$ cat config.mk
export PLATFORM = sky130hd
export DESIGN_NAME = block_alu_stack
export DESIGN_NICKNAME = d
export VERILOG_FILES = /design/src/rtl/block_alu_stack.sv
export SDC_FILE = /design/constraint.sdc
export NUM_CORES = 1
export LEC_CHECK = 0
export ABC_AREA = 0
export BUFFER_PORTS_ARGS = -buffer_cell sky130_fd_sc_hd__buf_2
export CELL_PAD_IN_SITES_DETAIL_PLACEMENT = 1
export CELL_PAD_IN_SITES_GLOBAL_PLACEMENT = 1
export CORE_MARGIN = 2
export CORE_UTILIZATION = 49
export DETAILED_ROUTE_END_ITERATION = 8
export GPL_TIMING_DRIVEN = 0
export MAX_ROUTING_LAYER = met4
export PLACE_DENSITY_LB_ADDON = 0.2
export SETUP_SLACK_MARGIN = 0.1
export SLEW_MARGIN = 20
export SYNTH_ARGS = -nofsm -noshare
export SYNTH_HDL_FRONTEND = slang
export SYNTH_SLANG_ARGS = --single-unit
$ cat constraint.sdc
create_clock -name clk -period 5.6 [get_ports clk]
set_input_delay 1.12 -clock clk [delete_from_list [all_inputs] [get_ports clk]]
set_output_delay 1.12 -clock clk [all_outputs]
set_load 0.05 [all_outputs]
$ cat src/rtl/block_alu_stack.sv
// Accumulator ALU with current-result register, LIFO save stack and sticky stack flags.
// Define ALU_ARITH_EN to build the ADD/SUB datapath; otherwise opcodes 8/9 flag illegal_op.
module block_alu_stack #(
    parameter int DATA_WIDTH  = 8,
    parameter int STACK_DEPTH = 4,
    parameter int LVL_W       = $clog2(STACK_DEPTH + 1)
) (
    input  logic                  clk,
    input  logic                  rst,
    input  logic                  op_valid,
    input  logic [3:0]            alu_op,
    input  logic [DATA_WIDTH-1:0] data_in,
    output logic [DATA_WIDTH-1:0] data_out,
    output logic [DATA_WIDTH-1:0] cr,
    output logic                  zero_flag,
    output logic                  carry_flag,
    output logic [LVL_W-1:0]      stack_level,
    output logic                  stack_ovf,
    output logic                  stack_unf,
    output logic                  illegal_op
);

    localparam logic [3:0] OP_LD      = 4'd0;
    localparam logic [3:0] OP_LDN     = 4'd1;
    localparam logic [3:0] OP_AND     = 4'd2;
    localparam logic [3:0] OP_OR      = 4'd3;
    localparam logic [3:0] OP_XOR     = 4'd4;
    localparam logic [3:0] OP_NOT     = 4'd5;
    localparam logic [3:0] OP_ST      = 4'd6;
    localparam logic [3:0] OP_STN     = 4'd7;
    localparam logic [3:0] OP_ADD     = 4'd8;
    localparam logic [3:0] OP_SUB     = 4'd9;
    localparam logic [3:0] OP_PUSH    = 4'd10;
    localparam logic [3:0] OP_POP_AND = 4'd11;
    localparam logic [3:0] OP_POP_OR  = 4'd12;
    localparam logic [3:0] OP_POP_XOR = 4'd13;
    localparam logic [3:0] OP_CLR     = 4'd14;
    localparam logic [3:0] OP_NOP     = 4'd15;

    localparam logic [LVL_W-1:0] FULL_LVL = LVL_W'(STACK_DEPTH);

    logic [DATA_WIDTH-1:0] cr_reg, cr_next;
    logic [DATA_WIDTH-1:0] dout_reg, dout_next;
    logic [LVL_W-1:0]      lvl_reg, lvl_next;
    logic                  zero_reg, zero_next;
    logic                  carry_reg, carry_next;
    logic                  ovf_reg, ovf_next;
    logic                  unf_reg, unf_next;
    logic                  ill_reg, ill_next;
    logic                  push_en;
    logic [DATA_WIDTH-1:0] tos;
    logic [STACK_DEPTH*DATA_WIDTH-1:0] stack_flat;

    // Stack slots live in flops so a POP can combine top-of-stack with CR in the same cycle.
    generate
        for (genvar gi = 0; gi < STACK_DEPTH; gi++) begin : g_slot
            logic [DATA_WIDTH-1:0] slot_reg;
            always_ff @(posedge clk) begin
                if (rst)
                    slot_reg <= '0;
                else if (push_en && lvl_reg == LVL_W'(gi))
                    slot_reg <= cr_reg;
            end
            assign stack_flat[gi*DATA_WIDTH +: DATA_WIDTH] = slot_reg;
        end
    endgenerate

    always_comb begin
        tos = '0;
        for (int i = 0; i < STACK_DEPTH; i++) begin
            if (lvl_reg == LVL_W'(i + 1))
                tos = stack_flat[i*DATA_WIDTH +: DATA_WIDTH];
        end
    end

`ifdef ALU_ARITH_EN
    logic [DATA_WIDTH:0] arith_sum;
    // One shared adder/subtractor; the extra MSB is carry on ADD and borrow on SUB.
    always_comb begin
        if (alu_op == OP_SUB)
            arith_sum = {1'b0, cr_reg} - {1'b0, data_in};
        else
            arith_sum = {1'b0, cr_reg} + {1'b0, data_in};
    end
`endif

    always_comb begin
        cr_next    = cr_reg;
        dout_next  = dout_reg;
        lvl_next   = lvl_reg;
        zero_next  = zero_reg;
        carry_next = carry_reg;
        ovf_next   = ovf_reg;
        unf_next   = unf_reg;
        ill_next   = 1'b0;
        push_en    = 1'b0;
        if (op_valid) begin
            case (alu_op)
                OP_LD:  begin cr_next = data_in;           dout_next = data_in;           end
                OP_LDN: begin cr_next = ~data_in;          dout_next = ~data_in;          end
                OP_AND: begin cr_next = cr_reg & data_in;  dout_next = cr_reg & data_in;  end
                OP_OR:  begin cr_next = cr_reg | data_in;  dout_next = cr_reg | data_in;  end
                OP_XOR: begin cr_next = cr_reg ^ data_in;  dout_next = cr_reg ^ data_in;  end
                OP_NOT: begin cr_next = ~cr_reg;           dout_next = ~cr_reg;           end
                OP_ST:  dout_next = cr_reg;
                OP_STN: dout_next = ~cr_reg;
                OP_ADD, OP_SUB: begin
`ifdef ALU_ARITH_EN
                    {carry_next, dout_next} = arith_sum;
                    cr_next = arith_sum[DATA_WIDTH-1:0];
`else
                    ill_next = 1'b1;
`endif
                end
                OP_PUSH: begin
                    if (lvl_reg == FULL_LVL) begin
                        ovf_next = 1'b1;
                    end else begin
                        push_en   = 1'b1;
                        lvl_next  = lvl_reg + LVL_W'(1);
                        cr_next   = data_in;
                        dout_next = data_in;
                    end
                end
                OP_POP_AND, OP_POP_OR, OP_POP_XOR: begin
                    if (lvl_reg == '0) begin
                        unf_next = 1'b1;
                    end else begin
                        lvl_next = lvl_reg - LVL_W'(1);
                        if (alu_op == OP_POP_AND)
                            cr_next = tos & cr_reg;
                        else if (alu_op == OP_POP_OR)
                            cr_next = tos | cr_reg;
                        else
                            cr_next = tos ^ cr_reg;
                        dout_next = cr_next;
                    end
                end
                OP_CLR: begin
                    cr_next   = '0;
                    dout_next = '0;
                    lvl_next  = '0;
                    ovf_next  = 1'b0;
                    unf_next  = 1'b0;
                end
                default: ;
            endcase
            // Blocked PUSH/POP still refresh zero_flag from the held data_out.
            if (alu_op != OP_NOP && !ill_next)
                zero_next = (dout_next == '0);
        end
    end

    always_ff @(posedge clk) begin
        if (rst) begin
            cr_reg    <= '0;
            dout_reg  <= '0;
            lvl_reg   <= '0;
            zero_reg  <= 1'b0;
            carry_reg <= 1'b0;
            ovf_reg   <= 1'b0;
            unf_reg   <= 1'b0;
            ill_reg   <= 1'b0;
        end else begin
            cr_reg    <= cr_next;
            dout_reg  <= dout_next;
            lvl_reg   <= lvl_next;
            zero_reg  <= zero_next;
            carry_reg <= carry_next;
            ovf_reg   <= ovf_next;
            unf_reg   <= unf_next;
            ill_reg   <= ill_next;
        end
    end

    assign data_out    = dout_reg;
    assign cr          = cr_reg;
    assign zero_flag   = zero_reg;
    assign carry_flag  = carry_reg;
    assign stack_level = lvl_reg;
    assign stack_ovf   = ovf_reg;
    assign stack_unf   = unf_reg;
    assign illegal_op  = ill_reg;

endmodule

==> flow_metrics.env <==
export IMPL_grt_total_usage_pct=32.5
export IMPL_drive_above_1_share_pct=14.3
export IMPL_syn_nets=606
export IMPL_cts_tree="done"
export IMPL_period_share_pct=69.1
export IMPL_placedCellCount=695
export IMPL_overflow=0
export IMPL_dr_pass1_iters=5
export IMPL_clk_pin_slew_ns=0.11
export IMPL_required_ns=5.88
export IMPL_postSynthAreaPerCell_sq_um=8.05
export IMPL_rsz0062_at_grt="no"
export IMPL_cp_num_buf_inv=3
export IMPL_fmax_mhz=258
export IMPL_relSlewSlack_pct=47.3
export IMPL_final_common_cell="nor2_1"
export IMPL_areaGrowthSynthToFinish_pct=8.90
export IMPL_core_area_sq_mm=0.00876
export IMPL_first_iter_violations=246
export IMPL_ys_warnings_count=0
export IMPL_fin_util_pct=55.4
export IMPL_ys_flop_type="dfxtp_1"
export IMPL_cp_arrival_ns=4.15
export IMPL_initial_core_util_pct=50.8
export IMPL_drc=0
export IMPL_vias=4453
export IMPL_cts_repair_resized=0
export IMPL_drv_cap=0
export IMPL_hpwl_um=12000
export IMPL_post_cts_buffers=0
export IMPL_hold_slack_ns=0.506
export IMPL_hp_class="reg -> reg"
export IMPL_fin_skew_ns=0.0138
export IMPL_synthDistinctLibCells=68
export IMPL_synth_edf_count=0
export IMPL_synth_cell_area_sq_mm=0.00445
export IMPL_dieArea_sq_mm=0.00987
export IMPL_setup_tns_final_ns=0
export IMPL_cp_start_kind="register"
export IMPL_cts_hold_buf=0
export IMPL_critPathSlowestCell="a2111oi_2"
export IMPL_r2r_setup_slack_ns=1.73
export IMPL_row_count=34
export IMPL_slew_viol_final=0
export IMPL_critPathMaxFanout=10
export IMPL_n_antenna_cell=0
export IMPL_io_buffers=34
export IMPL_ys_ff_latch=55
export IMPL_worstSetupPathType="reg -> reg"
export IMPL_grt_max_degree=17
export IMPL_total_power_mw=0.973
export IMPL_tightest_slew_ns=0.784
export IMPL_clock_sinks=55
export IMPL_gp_congestion=1.00
export IMPL_p_per_area_mw_per_mm2=201
export IMPL_dpl_worst_slack_ns=1.76
export IMPL_htreeDepth=2
export IMPL_root_buffer="clkbuf_8"
export IMPL_hold_viol=0
export IMPL_ir_worst_vdd_mv=0.120
export IMPL_synth_cells=553
export IMPL_crit_path_end_kind="register"
export IMPL_setup_viol=0
export IMPL_cp_top_family="compound AO/OA/AOI/OAI gates"
export IMPL_grt_pass1_wl_um=24800
export IMPL_ant_nets=0
export IMPL_setup_ws_ns=1.73
export IMPL_ys_seq_area_share_pct=24.7
export IMPL_die_w_um=99.3
export IMPL_design_area_sq_mm=0.00485
export IMPL_fin_nets=647
export IMPL_p_leak_nw=2.02
export IMPL_io_pins=39
export IMPL_wl_per_cell_um=21.7
export IMPL_antenna_found_initial=0
export IMPL_fin_cells=702
export IMPL_place_area_sq_mm=0.00476
export IMPL_viasPerCell=6.34
export IMPL_critPathMaxStageDelay_ns=0.68
export IMPL_fin_crit_ns=3.87
export IMPL_outcome="complete, no violations"
export IMPL_first_global_vias=4612
export IMPL_async_reset_ff_share_pct=0
export IMPL_wl_um=15200
export IMPL_largest_reg_flops=32
export IMPL_cts_path_max_buffers=2
export IMPL_cts_buffers_inserted=5
export IMPL_worst_skew_pair_late_latency_ns=0.32
export IMPL_final_cell_mix="98 x nor2_1, 55 x dfxtp_1, 42 x a21oi_1"
export IMPL_die_y_um=99.3
export IMPL_cp_cell_sequence="ha_1 -> ha_1 -> clkbuf_1 -> nor2b_1 -> clkbuf_1 -> clkbuf_1 -> a221oi_1 -> ha_1 -> nor2_1 -> o31ai_2 -> a2111oi_2 -> a21oi_1 -> nor2_1 -> a31o_1"
-- power breakdown --
group / internal, mW / switching, mW
Clock: 0.100 / 0.141
Sequential: 0.404 / 0.0256
Combinational: 0.0978 / 0.205
Total: 0.602 / 0.371
-- cell usage after synthesis (8+ instances only) --
master	number	share of area [%]
a21oi_1	42	4.7
nor2_1	98	8.3
a221oi_1	14	2.8
buf_6	8	2.0
mux2i_1	40	9.0
nor2b_1	10	1.4
nand2_1	22	1.9
o211ai_1	8	1.3
nand3_1	8	0.90
a211oi_1	19	3.2
clkbuf_1	21	1.8
o21ai_0	15	1.7
a221o_1	9	2.0
inv_1	27	2.3
ha_1	38	11
dfxtp_1	55	25
-- kinds of logic (layout without fill, tap and decap cells) --
group / count (synthesis) / after routing / share of synthesized area, %
adders and majority gates: 38 / 38 / 10.7
AOI/OAI and AO/OA: 162 / 162 / 26.7
other: 1 / 1 / 0.0842
muxes: 43 / 43 / 9.75
buffers and inverters: 72 / 113 / 8.20
and+or+nand+nor: 182 / 182 / 19.9
DFF: 55 / 55 / 24.7
-- final timing paths --
| kind | startpoint | cells past startpoint | end |
|---|---|---|---|
| setup / recovery | stack_level[0]$_SDFFE_PP0P_ | 14 | zero_flag$_SDFFE_PP0P_ |
| hold / removal | g_slot[1].slot_reg[6]$_SDFFE_PP0P_ | 2 | g_slot[1].slot_reg[6]$_SDFFE_PP0P_ |
| setup reg to reg | stack_level[0]$_SDFFE_PP0P_ | 14 | zero_flag$_SDFFE_PP0P_ |
| hold reg to reg | g_slot[1].slot_reg[6]$_SDFFE_PP0P_ | 2 | g_slot[1].slot_reg[6]$_SDFFE_PP0P_ |
-- routing by layer --
metal | share of wire [%] | global-route usage, % | routed length [um] | vias up
li1 | - | - | - | 2088
met1 | 43 | 39.2 | 6500 | 2210
met2 | 49 | 55.5 | 7440 | 114
met3 | 4.5 | 3.51 | 691 | 41
met4 | 4.0 | 13.3 | 614 | 0
met5 | 0 | - | 0 | -
-- final cells by class --
| class | count | area [sq um] |
|---|---|---|
| clock buffers | 6 | 82.6 |
| plain buffers | 43 | 256 |
| fillers | 1111 | 3910 |
| repair buffers | 34 | 170 |
| inverters | 29 | 109 |
| clock inverters | 1 | 8.76 |
| multi-input cells | 426 | 2990 |
| flip-flops and latches | 55 | 1100 |
| well taps | 108 | 135 |
-- tightest hold or removal path, delay by kind of cell, from the launching register on --
family           cells  cell delay, ns
DFF                  1            0.34
muxes                1            0.07
and+or+nand+nor      1            0.07
Power figures use the tool's default switching activity.
